==> config.mk <==
export PLATFORM = sky130hd
export DESIGN_NAME = aia_csr_resp
export DESIGN_NICKNAME = d
export VERILOG_FILES = /design/src/rtl/aia_csr_resp.sv
export SDC_FILE = /design/constraint.sdc
export NUM_CORES = 1
export LEC_CHECK = 0
export ABC_AREA = 0
export CORE_UTILIZATION = 35
export DETAILED_ROUTE_END_ITERATION = 10
export PLACE_DENSITY = 0.61
export SLEW_MARGIN = 20
export SYNTH_ARGS = -nofsm -noshare
export SYNTH_HDL_FRONTEND = slang
export SYNTH_SLANG_ARGS = --single-unit
==> constraint.sdc <==
create_clock -name clk -period 2.23 [get_ports clk]
set_input_delay 0.223 -clock clk [delete_from_list [all_inputs] [get_ports clk]]
set_output_delay 0.223 -clock clk [all_outputs]
set_load 0.05 [all_outputs]
==> src/rtl/aia_csr_resp.sv <==
// ---------------------------------------------------------------------------
// aia_csr_resp
//
// CSR target endpoint on the AIA side of the core CSR bus. Accepts a
// request (address, op, funct3, zimm, rs1 value), performs the RISC-V
// CSRRW/CSRRS/CSRRC read-modify-write on a small AIA register set and
// returns the pre-write value with a normal/exception status. The
// response is registered and held until the requester acknowledges it.
//
// Register set:
//   miselect (0x350) : 8 implemented bits, upper bits read 0
//   mireg    (0x351) : indirect window onto bank[miselect - 0x70],
//                      valid for miselect in 0x70..0x77
//   mtopi    (0xFB0) : read-only, [23:16] = lowest nonzero bank index + 1
//
// Ports:
//   clk          clock
//   rst          synchronous reset, active-high
//   aia_reg_en   request valid (sampled only while idle)
//   aia_addr     CSR address
//   aia_reg_op   [1] = read, [0] = write
//   aia_funct3   CSR instruction funct3
//   aia_csr_imm  zimm operand
//   aia_rs1_val  rs1 operand
//   aia_rrsp     requester accepts the response
//   aia_rvalid   response valid
//   aia_rdata    old CSR value (0 on exception)
//   aia_act_rsp  0 = normal, 1 = exception
//
// Optional feature macro: AIA_CSR_RESP_TIMEOUT_EN
//   When defined, an unacknowledged response is dropped after 256 cycles
//   in RESP. Any write committed at acceptance stays committed.
// ---------------------------------------------------------------------------
module aia_csr_resp #(
  parameter int ADDR_WIDTH = 32,
  parameter int REG_WIDTH  = 32
) (
  input  logic                  clk,
  input  logic                  rst,
  input  logic                  aia_reg_en,
  input  logic [ADDR_WIDTH-1:0] aia_addr,
  input  logic [1:0]            aia_reg_op,
  input  logic [2:0]            aia_funct3,
  input  logic [4:0]            aia_csr_imm,
  input  logic [REG_WIDTH-1:0]  aia_rs1_val,
  input  logic                  aia_rrsp,
  output logic                  aia_rvalid,
  output logic [REG_WIDTH-1:0]  aia_rdata,
  output logic                  aia_act_rsp
);

  localparam logic [ADDR_WIDTH-1:0] ADDR_MISELECT = ADDR_WIDTH'(12'h350);
  localparam logic [ADDR_WIDTH-1:0] ADDR_MIREG    = ADDR_WIDTH'(12'h351);
  localparam logic [ADDR_WIDTH-1:0] ADDR_MTOPI    = ADDR_WIDTH'(12'hFB0);

  typedef enum logic {IDLE, RESP} state_t;

  state_t                      state_reg, state_next;
  logic [7:0]                  miselect_reg;
  logic [REG_WIDTH-1:0]        rdata_reg;
  logic                        act_rsp_reg;
  logic [7:0][REG_WIDTH-1:0]   bank_rd;
  logic [7:0]                  bank_nz;

  logic                        is_misel, is_mireg, is_mtopi;
  logic                        mireg_ok, exc, accept, do_write;
  logic [2:0]                  bank_idx;
  logic [3:0]                  prio;
  logic [REG_WIDTH-1:0]        mtopi_val, old_val, src, new_val;

  // ------------------------------------------------------------------
  // Decode
  // ------------------------------------------------------------------
  assign is_misel = (aia_addr == ADDR_MISELECT);
  assign is_mireg = (aia_addr == ADDR_MIREG);
  assign is_mtopi = (aia_addr == ADDR_MTOPI);

  // miselect in 0x70..0x77 <=> top five bits are 0b01110
  assign mireg_ok = (miselect_reg[7:3] == 5'b01110);
  assign bank_idx = miselect_reg[2:0];

  // Lowest nonzero entry wins, so scan from the top down.
  always_comb begin
    prio = 4'd0;
    for (int i = 7; i >= 0; i--) begin
      if (bank_nz[i]) prio = 4'(i + 1);
    end
  end

  always_comb begin
    mtopi_val        = '0;
    mtopi_val[23:16] = {4'b0000, prio};
  end

  always_comb begin
    old_val = '0;
    if (is_misel)      old_val = REG_WIDTH'(miselect_reg);
    else if (is_mireg) old_val = bank_rd[bank_idx];
    else if (is_mtopi) old_val = mtopi_val;
  end

  assign src = aia_funct3[2] ? REG_WIDTH'(aia_csr_imm) : aia_rs1_val;

  always_comb begin
    new_val = src;
    case (aia_funct3[1:0])
      2'b10:   new_val = old_val | src;
      2'b11:   new_val = old_val & ~src;
      default: new_val = src;
    endcase
  end

  assign exc = !(is_misel || is_mireg || is_mtopi)
             || (aia_funct3[1:0] == 2'b00)
             || (is_mtopi && aia_reg_op[0])
             || (is_mireg && !mireg_ok)
             || (aia_reg_op == 2'b00);

  assign accept   = (state_reg == IDLE) && aia_reg_en;
  assign do_write = accept && !exc && aia_reg_op[0];

  // ------------------------------------------------------------------
  // Register bank: one register per entry so mtopi can see all of them
  // ------------------------------------------------------------------
  generate
    for (genvar gi = 0; gi < 8; gi++) begin : g_bank
      logic [REG_WIDTH-1:0] entry_reg;
      always_ff @(posedge clk) begin
        if (rst)
          entry_reg <= '0;
        else if (do_write && is_mireg && (bank_idx == 3'(gi)))
          entry_reg <= new_val;
      end
      assign bank_rd[gi] = entry_reg;
      assign bank_nz[gi] = |entry_reg;
    end
  endgenerate

`ifdef AIA_CSR_RESP_TIMEOUT_EN
  logic [7:0] cnt_reg;
  always_ff @(posedge clk) begin
    if (rst)                   cnt_reg <= 8'd0;
    else if (accept)           cnt_reg <= 8'd0;
    else if (state_reg == RESP) cnt_reg <= cnt_reg + 8'd1;
  end
`endif

  // ------------------------------------------------------------------
  // FSM
  // ------------------------------------------------------------------
  always_comb begin
    state_next = state_reg;
    case (state_reg)
      IDLE: if (aia_reg_en) state_next = RESP;
      RESP: begin
        if (aia_rrsp) state_next = IDLE;
`ifdef AIA_CSR_RESP_TIMEOUT_EN
        // 256th cycle in RESP without an acknowledge
        else if (cnt_reg == 8'hFF) state_next = IDLE;
`endif
      end
      default: state_next = IDLE;
    endcase
  end

  always_ff @(posedge clk) begin
    if (rst) begin
      state_reg    <= IDLE;
      miselect_reg <= 8'd0;
      rdata_reg    <= '0;
      act_rsp_reg  <= 1'b0;
    end else begin
      state_reg <= state_next;
      if (accept) begin
        rdata_reg   <= exc ? '0 : old_val;
        act_rsp_reg <= exc;
      end
      if (do_write && is_misel) miselect_reg <= new_val[7:0];
    end
  end

  assign aia_rvalid  = (state_reg == RESP);
  assign aia_rdata   = rdata_reg;
  assign aia_act_rsp = act_rsp_reg;

endmodule
==> impl_metrics.toml <==
[timing]
hold_ws_ns = 0.286
hold_violations = 0
slew_headroom_pct = 43.8
tightest_slew_ns = 0.843
rsz0062_at_grt = "yes"
setup_tns_ns = -5.38
setup_viol = 65
fin_crit_ns = 2.44
finalCritPeriodShare_pct = 109
skew_ns = 0.0141
fmax_ghz = 0.410
setup_slack_ns = -0.210
slew_violations = 0

[global_route]
grt.overflow.total = 0
antenna_found_initial = 0
busiest_layer = "met2"
use_met1_pct = 32.1
grt_start_max_net_pins = 86
grt.total_usage_pct = 24.5
grt_first_pass_wirelength_mm = 74.2
grtUsageMet2_pct = 40.2
grt_pass1_vias = 12700
use_met3_pct = 3.85

[status]
status = "complete, but fails checks"
violations = "negative setup slack"

[drt]
ant_nets = 0
dr.first_iter.drc_count = 1216
vias = 13300
routed_wl_mm = 50.5
viasPerCell = 5.65
dr.pass1.iters = 4
wl_per_cell_um = 21.5
drc = 0

[cells_and_area]
drive_above_1_share_pct = 35.8
synthToLayoutAreaGrowth_pct = 50.4
finalInstanceArea_sq_mm = 0.0202
layout.nets = 1894
layout_common_cells = "nor2_1 (347), buf_4 (302), dfxtp_1 (280)"
largest_reg_flops = 256
diodes = 0
final_common_cell = "nor2_1"

[worst_setup_path]
path_class = "register to register"
crit_path_end_kind = "register"
critPathLaunchType = "register"
crit_path_max_fanout = 8
cp.required_ns = 2.68
arrival_ns = 2.89

[synthesis]
synth_warnings = 0
synth_nets = 1510
synth_top_area_share_pct = 44.3
ys_seq_elements = 298
synthTopCellsByArea = "dfxtp_1 (44%), mux4_2 (11%), a211oi_1 (10%)"
syn_avg_cell_area_sq_um = 9.40
synth.cell_area_sq_mm = 0.0135
seq_area_frac_synth_pct = 44.3
async_flop_share_pct = 0
synth.distinct_cells = 52
synth-edff-count = 0
syn-instance-count = 1432
synth_ff_type = "dfxtp_1"
synth_area_leader_cell = "dfxtp_1"

[clock_tree]
path_clk_slew_ns = 0.06
cts_tree = "built"
cts_root_buf = "clkbuf_16"
ctsHtreeMaxLevel = 1
cts.path.max_buffers = 3
cts_buffers = 31
clk_latency_ns = 0.59
cts.sinks = 298

[place]
hpwl_mm = 33.6
post-place-ws_ns = -0.614
place.gp.congestion = 0.901
placed_area_sq_mm = 0.0175
numPortBuffers = 111

[power_and_ir_drop]
p_clk_share_pct = 47.3
p_int_mw = 8.76
p_sw_mw = 2.66
switching_share_pct = 23.3
comb_power_share_pct = 6.1
power_mw = 11.4
power.density_mw_per_mm2 = 564
seq_power_share_pct = 46.6
irDropWorstVdd_v = 0.000711
p_leak_nw = 7.33

[floorplanning]
core_area_sq_mm = 0.0378
rows = 71
start_util_pct = 35.6
die_w_um = 198
die_h_um = 198
pin_count = 112
die-area_sq_mm = 0.0392

[job]
drv_cap = 0

[min_path]
hp-class = "primary input to register"
## area by class of cell
| cell class | count | area [sq um] |
|---|---|---|
| clock buffers | 47 | 946 |
| clock inverters | 9 | 111 |
| fillers | 3211 | 17500 |
| inverters | 2 | 7.51 |
| multi-input cells | 1008 | 8030 |
| flip-flops and latches | 298 | 5990 |
| well taps | 511 | 639 |
| repair buffers | 475 | 4520 |
## per-layer routing
layer	share of wire, %	vias up
li1	-	6136
met1	42	6514
met2	47	519
met3	6.9	120
met4	4.0	0
met5	0	-
## synth_stat cells (3+ instances only)
cell type	number
buf_2	45
or3_1	3
nand4_1	19
o21ai_0	11
buf_1	5
nand2b_1	33
nor3_1	60
a31oi_1	36
and2_1	3
mux4_2	64
nor2_1	360
nand3b_1	13
clkbuf_1	74
o21bai_1	14
a31o_2	7
or2_2	5
mux2i_1	22
a21oi_1	3
a22o_1	22
nor2_2	6
nor4_1	71
a22oi_1	8
a211oi_1	184
mux2_2	21
nand3_1	5
nand2_1	6
dfxtp_1	298
## critical path, cell delays in order, from the launching register on
cell	delay [ns]
dfxtp_4	0.40
buf_12	0.14
buf_4	0.14
mux4_2	0.53
mux2i_2	0.26
nor2_1	0.07
o21a_1	0.22
a41oi_4	0.25
buf_6	0.20
a211oi_2	0.08
## through the flow
stage / utilization (%) / std cells
floorplan: - / 1432
global placement: 46.4 / 2238
detailed placement: 46.4 / 2238
CTS: 51.3 / 2307
global route: 53.6 / 2350
finish: 53.6 / 2350
## path summary, 6_finish.rpt
path	start	endpoint	slack, ns	depth (start not counted)
worst min-delay path	aia_rrsp	aia_rvalid	0.29	3
worst max-delay path	miselect_reg[0]	g_bank[6].entry_reg[16]	-0.21	9
worst min register to register	aia_rdata[21]	aia_rdata[21]	0.48	1
worst max register to register	miselect_reg[0]	g_bank[6].entry_reg[16]	-0.21	9
## power groups by stage
| stage | Combinational (mW) | Sequential, mW | Clock (mW) |
|---|---|---|---|
| final | 0.692 | 5.32 | 5.40 |
| after global routing | 0.721 | 5.32 | 5.70 |
| after CTS | 0.630 | 5.32 | 5.44 |
| after detailed placement | 0.588 | 5.44 | 0 |
| after global placement | 0.585 | 5.44 | 0 |
| after floorplan | 0.261 | 5.46 | 0 |
## what timing repair did
item / 4_1_cts / 5_1_grt
setup buffers: 16 / 37
endpoints found under the hold margin: 5 / 0
hold buffers: 1 / 0
pin swaps: 40 / 48
cloned: 1 / 7
endpoints found under the setup margin: 260 / 219
resized for setup: 114 / 80
## cell families (layout without fill, tap and decap cells)
kind of cell    count (synthesis)  in the layout  synth area share [%]
simple gates                  601            601                  21.1
compound gates                299            300                  16.5
flops                         298            298                  44.3
buf+inv                       127            533                  3.99
mux                           107            107                  14.1
Power figures use the tool's default switching activity.
